--- src/rtl/seq_carry_select_adder_pkg.sv ---
// Shared definitions for the sequential carry-select adder.
//
// Contents:
//   CSA_WIDTH / CSA_CHUNK : default operand width and bits handled per clock
//   NCHUNK                : number of slices for the default configuration
//   idx_bits()            : width of a slice index for a given slice count
//   IDX_W                 : slice index width for the default configuration
//   state_t               : controller states IDLE / ADD / DONE
//
// Optional feature macro used elsewhere in this slice: SEQ_CSA_OVERFLOW_EN.
package seq_csa_pkg;

   localparam int CSA_WIDTH = 64;
   localparam int CSA_CHUNK = 16;
   localparam int NCHUNK    = CSA_WIDTH / CSA_CHUNK;

   // A single-slice configuration still needs a one-bit index so that
   // the index register never collapses to zero width.
   function automatic int idx_bits(input int n);
      return (n > 1) ? $clog2(n) : 1;
   endfunction

   localparam int IDX_W = idx_bits(NCHUNK);

   typedef enum logic [1:0] {
      IDLE = 2'd0,
      ADD  = 2'd1,
      DONE = 2'd2
   } state_t;

endpackage

--- src/rtl/seq_carry_select_adder_if.sv ---
// Handshake bundle for the sequential carry-select adder.
//
// Signals:
//   in_valid / in_ready   : operand handshake (producer -> adder)
//   a, b, cin             : operands and carry-in, sampled on the accepting edge
//   out_valid / out_ready : result handshake (adder -> consumer)
//   sum, cout             : a + b + cin modulo 2^WIDTH, and the carry out
//   overflow              : signed overflow, only when SEQ_CSA_OVERFLOW_EN is defined
//
// Modports: master = producer/consumer side, slave = the adder.
interface seq_carry_select_adder_if #(
   parameter int WIDTH = 64
);

   logic             in_valid;
   logic             in_ready;
   logic [WIDTH-1:0] a;
   logic [WIDTH-1:0] b;
   logic             cin;
   logic             out_valid;
   logic             out_ready;
   logic [WIDTH-1:0] sum;
   logic             cout;
`ifdef SEQ_CSA_OVERFLOW_EN
   logic             overflow;

   modport master (
      output in_valid, a, b, cin, out_ready,
      input  in_ready, out_valid, sum, cout, overflow
   );

   modport slave (
      input  in_valid, a, b, cin, out_ready,
      output in_ready, out_valid, sum, cout, overflow
   );
`else
   modport master (
      output in_valid, a, b, cin, out_ready,
      input  in_ready, out_valid, sum, cout
   );

   modport slave (
      input  in_valid, a, b, cin, out_ready,
      output in_ready, out_valid, sum, cout
   );
`endif

endinterface

--- src/rtl/seq_carry_select_adder_csa_slice.sv ---
// One combinational carry-select slice.
//
// Two CHUNK-bit sums are formed in parallel, one assuming a carry-in of 0
// and one assuming 1; a 2:1 multiplexer per bit (plus one for the carry)
// picks the right pair once the real carry, sel, is known.
//
// Ports:
//   a_slice, b_slice : CHUNK-bit operand slices
//   sel              : carry into this slice
//   s                : selected CHUNK-bit sum
//   co               : selected carry out of this slice
module csa_slice #(
   parameter int CHUNK = 16
) (
   input  logic [CHUNK-1:0] a_slice,
   input  logic [CHUNK-1:0] b_slice,
   input  logic             sel,
   output logic [CHUNK-1:0] s,
   output logic             co
);

   logic [CHUNK:0] s0;
   logic [CHUNK:0] s1;

   // Both speculative sums carry one extra bit so the slice carry-out
   // comes straight out of the adder.
   always_comb begin
      s0 = {1'b0, a_slice} + {1'b0, b_slice};
      s1 = {1'b0, a_slice} + {1'b0, b_slice} + (CHUNK+1)'(1);
   end

   for (genvar i = 0; i < CHUNK; i++) begin : g_bit_mux
      assign s[i] = sel ? s1[i] : s0[i];
   end

   assign co = sel ? s1[CHUNK] : s0[CHUNK];

endmodule

--- src/rtl/seq_carry_select_adder.sv ---
// Multi-cycle carry-select adder: WIDTH-bit operands are added one
// CHUNK-bit slice per clock, least significant slice first, with the
// slice carry held in a register between clocks.
//
// Ports:
//   clk   : rising-edge clock
//   rst_n : asynchronous active-low reset
//   bus   : seq_carry_select_adder_if.slave (operand and result handshakes)
//
// Optional feature: define SEQ_CSA_OVERFLOW_EN to add the registered
// signed-overflow output bus.overflow.
module seq_carry_select_adder
   import seq_csa_pkg::*;
#(
   parameter int WIDTH = CSA_WIDTH,
   parameter int CHUNK = CSA_CHUNK
) (
   input  logic                     clk,
   input  logic                     rst_n,
   seq_carry_select_adder_if.slave  bus
);

   localparam int N_SLICES = WIDTH / CHUNK;
   localparam int IW       = idx_bits(N_SLICES);

   state_t           state_q, state_d;
   logic [WIDTH-1:0] a_q, a_d;
   logic [WIDTH-1:0] b_q, b_d;
   logic [WIDTH-1:0] sum_q, sum_d;
   logic             carry_q, carry_d;
   logic             cout_q, cout_d;
   logic [IW-1:0]    idx_q, idx_d;
`ifdef SEQ_CSA_OVERFLOW_EN
   logic             ovf_q, ovf_d;
`endif

   logic [CHUNK-1:0] a_slice;
   logic [CHUNK-1:0] b_slice;
   logic [CHUNK-1:0] slice_s;
   logic             slice_co;
   logic             accept;
   logic             last_slice;

   assign accept     = bus.in_valid && (state_q == IDLE);
   assign last_slice = (idx_q == IW'(N_SLICES - 1));

   // Feed the slice currently addressed by the index to the select adder.
   always_comb begin
      a_slice = a_q[int'(idx_q)*CHUNK +: CHUNK];
      b_slice = b_q[int'(idx_q)*CHUNK +: CHUNK];
   end

   csa_slice #(
      .CHUNK (CHUNK)
   ) u_slice (
      .a_slice (a_slice),
      .b_slice (b_slice),
      .sel     (carry_q),
      .s       (slice_s),
      .co      (slice_co)
   );

   // State register plus every datapath register; reset throws away any
   // operation in flight.
   always_ff @(posedge clk or negedge rst_n) begin
      if (!rst_n) begin
         state_q <= IDLE;
         a_q     <= '0;
         b_q     <= '0;
         sum_q   <= '0;
         carry_q <= 1'b0;
         cout_q  <= 1'b0;
         idx_q   <= '0;
`ifdef SEQ_CSA_OVERFLOW_EN
         ovf_q   <= 1'b0;
`endif
      end else begin
         state_q <= state_d;
         a_q     <= a_d;
         b_q     <= b_d;
         sum_q   <= sum_d;
         carry_q <= carry_d;
         cout_q  <= cout_d;
         idx_q   <= idx_d;
`ifdef SEQ_CSA_OVERFLOW_EN
         ovf_q   <= ovf_d;
`endif
      end
   end

   // Next-state logic: DONE only leaves once the consumer takes the result,
   // so a new operation can be accepted no earlier than the following cycle.
   always_comb begin
      state_d = state_q;
      case (state_q)
         IDLE:    if (accept)        state_d = ADD;
         ADD:     if (last_slice)    state_d = DONE;
         DONE:    if (bus.out_ready) state_d = IDLE;
         default:                    state_d = IDLE;
      endcase
   end

   // Datapath next values: latch operands on accept, then write one sum
   // slice per clock and pass its carry on to the next slice.
   always_comb begin
      a_d     = a_q;
      b_d     = b_q;
      sum_d   = sum_q;
      carry_d = carry_q;
      cout_d  = cout_q;
      idx_d   = idx_q;
`ifdef SEQ_CSA_OVERFLOW_EN
      ovf_d   = ovf_q;
`endif
      if (accept) begin
         a_d     = bus.a;
         b_d     = bus.b;
         carry_d = bus.cin;
         idx_d   = '0;
      end else if (state_q == ADD) begin
         sum_d[int'(idx_q)*CHUNK +: CHUNK] = slice_s;
         carry_d = slice_co;
         idx_d   = last_slice ? '0 : idx_q + 1'b1;
         if (last_slice) begin
            cout_d = slice_co;
`ifdef SEQ_CSA_OVERFLOW_EN
            // Carry into the MSB is recovered from the MSB sum bit itself.
            ovf_d  = (a_slice[CHUNK-1] ^ b_slice[CHUNK-1] ^ slice_s[CHUNK-1]) ^ slice_co;
`endif
         end
      end
   end

   // Handshake outputs are decoded from the state; results come straight
   // from their registers.
   always_comb begin
      bus.in_ready  = (state_q == IDLE);
      bus.out_valid = (state_q == DONE);
      bus.sum       = sum_q;
      bus.cout      = cout_q;
`ifdef SEQ_CSA_OVERFLOW_EN
      bus.overflow  = ovf_q;
`endif
   end

endmodule

--- src/flat_wrapper.sv ---
// flat-port wrapper written by rule: the top's interface ports become plain ports
module seq_carry_select_adder_flat import seq_csa_pkg::*;
#(
   parameter int WIDTH = CSA_WIDTH,
   parameter int CHUNK = CSA_CHUNK
)
  (clk, rst_n, bus_in_valid, bus_a, bus_b, bus_cin, bus_out_ready, bus_in_ready, bus_out_valid, bus_sum, bus_cout);
  seq_carry_select_adder_if #(.WIDTH(WIDTH)) bus_i ();
  input  logic clk;
  input  logic rst_n;
  input wire logic [$bits(bus_i.in_valid)-1:0] bus_in_valid;
  input wire logic [$bits(bus_i.a)-1:0] bus_a;
  input wire logic [$bits(bus_i.b)-1:0] bus_b;
  input wire logic [$bits(bus_i.cin)-1:0] bus_cin;
  input wire logic [$bits(bus_i.out_ready)-1:0] bus_out_ready;
  output wire logic [$bits(bus_i.in_ready)-1:0] bus_in_ready;
  output wire logic [$bits(bus_i.out_valid)-1:0] bus_out_valid;
  output wire logic [$bits(bus_i.sum)-1:0] bus_sum;
  output wire logic [$bits(bus_i.cout)-1:0] bus_cout;
  assign bus_i.in_valid = bus_in_valid;
  assign bus_i.a = bus_a;
  assign bus_i.b = bus_b;
  assign bus_i.cin = bus_cin;
  assign bus_i.out_ready = bus_out_ready;
  assign bus_in_ready = bus_i.in_ready;
  assign bus_out_valid = bus_i.out_valid;
  assign bus_sum = bus_i.sum;
  assign bus_cout = bus_i.cout;
  seq_carry_select_adder #(.WIDTH(WIDTH), .CHUNK(CHUNK)) u_core (.clk(clk), .rst_n(rst_n), .bus(bus_i));
endmodule
--- config.mk ---
export PLATFORM = sky130hd
export DESIGN_NAME = seq_carry_select_adder_flat
export DESIGN_NICKNAME = d
export VERILOG_FILES = /design/src/rtl/seq_carry_select_adder_pkg.sv /design/src/rtl/seq_carry_select_adder_if.sv /design/src/rtl/seq_carry_select_adder_csa_slice.sv /design/src/rtl/seq_carry_select_adder.sv /design/src/flat_wrapper.sv
export SDC_FILE = /design/constraint.sdc
export NUM_CORES = 1
export LEC_CHECK = 0
export CORE_ASPECT_RATIO = 0.75
export CORE_MARGIN = 3
export CORE_UTILIZATION = 35
export DETAILED_ROUTE_END_ITERATION = 7
export DONT_BUFFER_PORTS = 1
export PLACE_DENSITY = 0.47
export SYNTH_ARGS = -nofsm -noshare
export SYNTH_HDL_FRONTEND = slang
export SYNTH_SLANG_ARGS = --single-unit
--- constraint.sdc ---
create_clock -name clk -period 6.9 [get_ports clk]
set_clock_uncertainty 0.2 [all_clocks]
set_input_delay 0 -clock clk [delete_from_list [all_inputs] [get_ports clk]]
set_output_delay 0 -clock clk [all_outputs]
set_load 0.005 [all_outputs]
# After elaboration in Yosys (flattened, before gate mapping)
# Index checks and enable logic that the tools add are counted.
[word_totals]
word_cells = 55
romBits = 0
n_memories = 0
output_inout_bits = 67
latchBits = 0
mem_bits_rw = 0
register_bits = 198
[classes]
mul = 0
reduce_logical = 6
shift = 4
n_div = 0
n_addsub = 4
mux = 27
bitwise = 1
eq_ne = 6
n_lt_le_gt_ge = 0
[op_table]
columns = ["operator", "count"]
rows = [
  ["variable part select 64 x 7 -> 16 bit", 2],
  ["bitwise mux 64 bit", 1],
  ["variable shift 16 x 33 -> 64 bit, first input constant", 1],
  ["variable part select 16 x 33 -> 64 bit", 1],
  ["negator 6 -> 33 bit", 1],
  ["2-to-1 mux 1 bit", 19],
  ["adder 16 x 16 -> 17 bit", 1],
  ["adder 17 x 1 -> 17 bit, second input constant", 1],
  ["2-to-1 mux 2 bit", 6],
  ["one-hot mux 2 bit (3 select lines)", 1],
  ["AND reduction 3 bit", 2],
  ["equality test 2 bit, second input constant", 2],
  ["!= test 2 x 1 -> 1 bit, second input constant", 2],
  ["adder 2 x 1 -> 2 bit, second input constant", 1],
  ["equality test 2 x 1 -> 1 bit, second input constant", 1],
  ["logical NOT 2 bit", 1],
  ["!= test 2 bit, second input constant", 1],
  ["AND reduction 2 bit", 1],
  ["nonzero test 2 bit", 1],
  ["logical AND 1 bit", 1],
  ["inverter 1 bit", 1],
]

# Logic depth before layout (Yosys ltp)
[depth]
ltp_word = 6
mapped_depth = 15
mapped_depth_nobuf = 13

# By module
# Synthesis repeated with hierarchy kept, for this count alone.
[hier_totals]
cells_unflattened = 682
hier_area_um2 = 9346.5
[modules_own_cells]
columns = ["module", "area_each_um2", "n_inst", "cells_each"]
rows = [
  ["seq_carry_select_adder", 8232.9, 1, 528],
  ["csa_slice", 1113.6, 1, 154],
]

# Worst setup path before layout
# Ideal clock, no wire load.
[synth_timing]
path_kind = "register -> register"
start = "reg u_core.idx_q[0]"
end = "reg u_core.sum_q[8] (netlist: u_core.bus.sum[8])"
path_stages_with_launch = 15
required_time_ns = 6.579
slack_ns = 2.049
synth_period_minus_slack_ns = 4.851
setup_time_ns = 0.121
arrival_time_ns = 4.530
cell_sequence = "dfrtp_1 -> clkbuf_1 -> buf_1 -> mux4_2 -> ha_1 -> inv_1 -> fa_1 -> inv_1 -> ha_1 -> nand3_1 -> a2111oi_0 -> o2111ai_1 -> or4b_1 -> xor2_1 -> a22o_1"
[synth_via]
elab_chain_cells = 6
elab_cells_between_ends = 24
[synth_lines]
columns = ["item", "line_no", "rtl"]
rows = [
  ["from (decl)", "seq_carry_select_adder.sv:32", "logic [IW-1:0] idx_q, idx_d;"],
  ["from (signal assigned)", "seq_carry_select_adder.sv:84", "idx_q <= idx_d;"],
  ["variable part select 64 x 7 -> 16 bit (on tied branches)", "seq_carry_select_adder.sv:49, seq_carry_select_adder.sv:50", ""],
  ["adder 16 x 16 -> 17 bit", "seq_carry_select_adder_csa_slice.sv:28, seq_carry_select_adder_csa_slice.sv:29", ""],
  ["adder 17 x 1 -> 17 bit", "seq_carry_select_adder_csa_slice.sv:29", "s1 = {1'b0, a_slice} + {1'b0, b_slice} + (CHUNK+1)'(1);"],
  ["2-to-1 mux 1 bit", "seq_carry_select_adder_csa_slice.sv:33", "assign s[i] = sel ? s1[i] : s0[i];"],
  ["variable part select 16 x 33 -> 64 bit", "seq_carry_select_adder.sv:121", "sum_d[int'(idx_q)*CHUNK +: CHUNK] = slice_s;"],
  ["bitwise mux 64 bit (*)", "seq_carry_select_adder.sv:121", ""],
  ["to (signal assigned)", "seq_carry_select_adder.sv:81", "sum_q <= sum_d;"],
  ["to (decl)", "seq_carry_select_adder.sv:29", "logic [WIDTH-1:0] sum_q, sum_d;"],
]
# Mark *: on every way between the ends. The rest lies on a longest branch, timed or not.
# A chain may end at the register's enable or synchronous reset.

# Worst setup path in the final report
[layout_timing]
start = "reg u_core.idx_q[1]"
end = "reg u_core.sum_q[24] (netlist: u_core.bus.sum[24])"
# The elaborated chain is that of the path after synthesis.

==> flow_summary.toml <==
[run_status]
status = "finished, final reports clean"

[cts]
cts_tree = "done"
clock_latency_ns = 0.44
clockBufferDepth = 2
cts_sinks = 198
cts_buffers = 17
htree_levels = 4
clk_pin_slew_ns = 0.07
postCtsResizedCells = 0
clock-root-buffer = "clkbuf_16"

[logic_synthesis]
synth_nets = 889
yosys.area.top_type_share_pct = 52.9
synth_edf_count = 0
syn_inst = 732
synth_most_common_cell = "dfrtp_1"
synth_area_leaders = "dfrtp_1 (53%), mux2_2 (15%), mux4_2 (7.7%)"
syn_avg_cell_area_um2 = 12.8
synth-seq-cells = 198
synthFlopType = "dfrtp_1"
syn_area_mm2 = 0.00937
ys_warn_count = 0
synth_common_cells = "dfrtp_1 (198), mux2_2 (128), nand2_1 (70)"
yosysTopAreaCell = "dfrtp_1"
async_reset_ff_share_pct = 100
yosysSeqAreaShare_pct = 52.9
synthDistinctLibCells = 58

[setup_path]
critPathMaxStageDelay_ns = 1.03
path_cells = "mux4_2, ha_1, inv_1, fa_1, inv_1, ha_1, nand3_1, a2111oi_0, o2111ai_1, or4b_1, xor2_1, a22o_1"
critPathBufInv = 2
crit_type = "reg -> reg"
worstPathArrival_ns = 5.11
start_kind = "flip-flop"
required_ns = 7.07
cp_max_fo = 37
cpMaxStageDelayCell = "dfrtp_2"
critPathCaptureType = "flip-flop"
crit_family = "compound AO/OA/AOI/OAI gates"

[final_layout]
fin_util_pct = 44.6
antenna_cells = 0
fill_cells = 2379
layout-drive-gt1-share_pct = 23.5
fin_nets = 1007
fin_cells = 1207
area_delta_synth_final_pct = 24.5

[route]
vias = 6357
routed_wl_um = 24500
ant_nets = 0
wl_met3_um = 1150
drc = 0
dr.pass1.iters = 4
met1_length_um = 11100
routed.top_layer = "met4"
dr_wl_met2_um = 12000
drt_iter0_drc = 371
viasPerCell = 5.27
wl_per_cell_um = 20.3

[sta]
hold_viol = 0
finalCritPeriodShare_pct = 71.7
finalCriticalPeriod_ns = 4.94
setup_tns_ns = 0
hold_slack_ns = 0.0403
max_freq_ghz = 0.202
maxSlewHeadroom_pct = 32.3
final_max_slew_viol_count = 0
setup_violations = 0
rsz0062_at_grt = "false"
worst_pin_slew_ns = 1.02

[global_route]
antenna_found_initial = 0
overflow = 0
grt_max_degree = 199
grt_use_total_pct = 17.3
grt_first_pass_wirelength_um = 38800
grt_pass1_vias = 6771

[floorplanning]
dieArea_mm2 = 0.0288
row_count = 51
core-area_mm2 = 0.0262
die_h_um = 148
die_x_um = 195
initial_core_util_pct = 35.8
ios = 200

[place]
place_inst = 1042
place_congestion = 0.796
hpwl_um = 17200
io_buffers = 0

[worst_hold_path]
hp-class = "in -> reg"

[run]
cap_violations = 0
## layer usage
layer | vias to the layer above | track usage, %
li1 | 2926 | -
met1 | 3258 | 23.4
met2 | 158 | 28.5
met3 | 15 | 3.96
met4 | 0 | 4.13
met5 | - | 0
## stage by stage
step	instance area, um^2	worst slack (ns)
6_report	11700	1.96
5_1_grt	11700	1.61
4_1_cts	11700	1.87
3_5_place_dp	9680	1.88
3_3_place_gp	9680	1.89
2_1_floorplan	9370	2.05
## placed cells by master, fill, tap and decap left out, types with 3 or more instances in the layout
cell type      Yosys  layout
mux2_2           128     128
or3_1              5       5
dfrtp_1          198     196
o21ai_0           60      60
mux4_2            32      32
xnor2_1           12      12
inv_8              0       4
and3_1             3       3
o211ai_1           3       3
a2111oi_0          3       3
nor2b_1            3       3
a21o_1             5       5
clkbuf_16          0      17
inv_6              0       4
nand2b_1           6       6
nor2_1            20      20
nor3_1            11      11
or4_1              4       4
nand2_1           70      70
a22o_1            12      12
bufinv_16          0       3
ha_1              23      23
nor4_1             9       9
inv_1             12      12
o21a_1             4       4
mux2i_1            3       3
o21ai_1            5       5
dlygate4sd3_1      0     132
a21oi_1           11      11
xor2_1             7       7
nand3_1            4       4
and2_1             5       4
nand4_1            6       6
## path summary, 6_finish.rpt
check / startpoint / to / slack [ns] / cells past startpoint
max: u_core.idx_q[1] / u_core.bus.sum[24] / 1.96 / 12
min: bus_a[40] / u_core.a_q[40] / 0.04 / 2
max reg2reg: u_core.idx_q[1] / u_core.bus.sum[24] / 1.96 / 12
min reg2reg: u_core.b_q[59] / u_core.b_q[59] / 0.30 / 1
max in group asynchronous: rst_n / u_core.idx_q[1] / 5.67 / 2
min in group asynchronous: rst_n / u_core.a_q[37] / 0.11 / 2
## kinds of logic (layout without fill, tap and decap cells)
logic type / after synthesis / count (layout) / synth area share, %
compound gates: 127 / 127 / 8.67
fa+ha+maj: 24 / 24 / 3.29
simple gates: 152 / 152 / 7.87
buf+inv: 48 / 179 / 1.95
flops: 198 / 198 / 52.9
xor+xnor: 20 / 20 / 1.95
mux: 163 / 163 / 23.4
## sequential cells by signal, indices dropped and copies added, names as in the netlist
signal           count
u_core.bus.cout      1
u_core.idx_q         2
u_core.b_q          64
u_core.bus.sum      64
u_core.carry_q       1
u_core.a_q          64
u_core.state_q       2
## area by class of cell
class	count	area [um^2]	area share [%]
clock buffers	19	453	3.88
repair buffers	135	1360	11.7
flip-flops and latches	198	4960	42.5
multi-input cells	486	4230	36.3
inverters	12	45.0	0.386
clock inverters	13	184	1.58
well taps	344	430	3.69
## repair_timing
item	CTS	global route
endpoints found under the hold margin	329	0
hold buffers	133	0
setup buffers	0	0
Power is not shown: default switching activity piles up to over one toggle a cycle in this logic, so the estimate is an artifact.
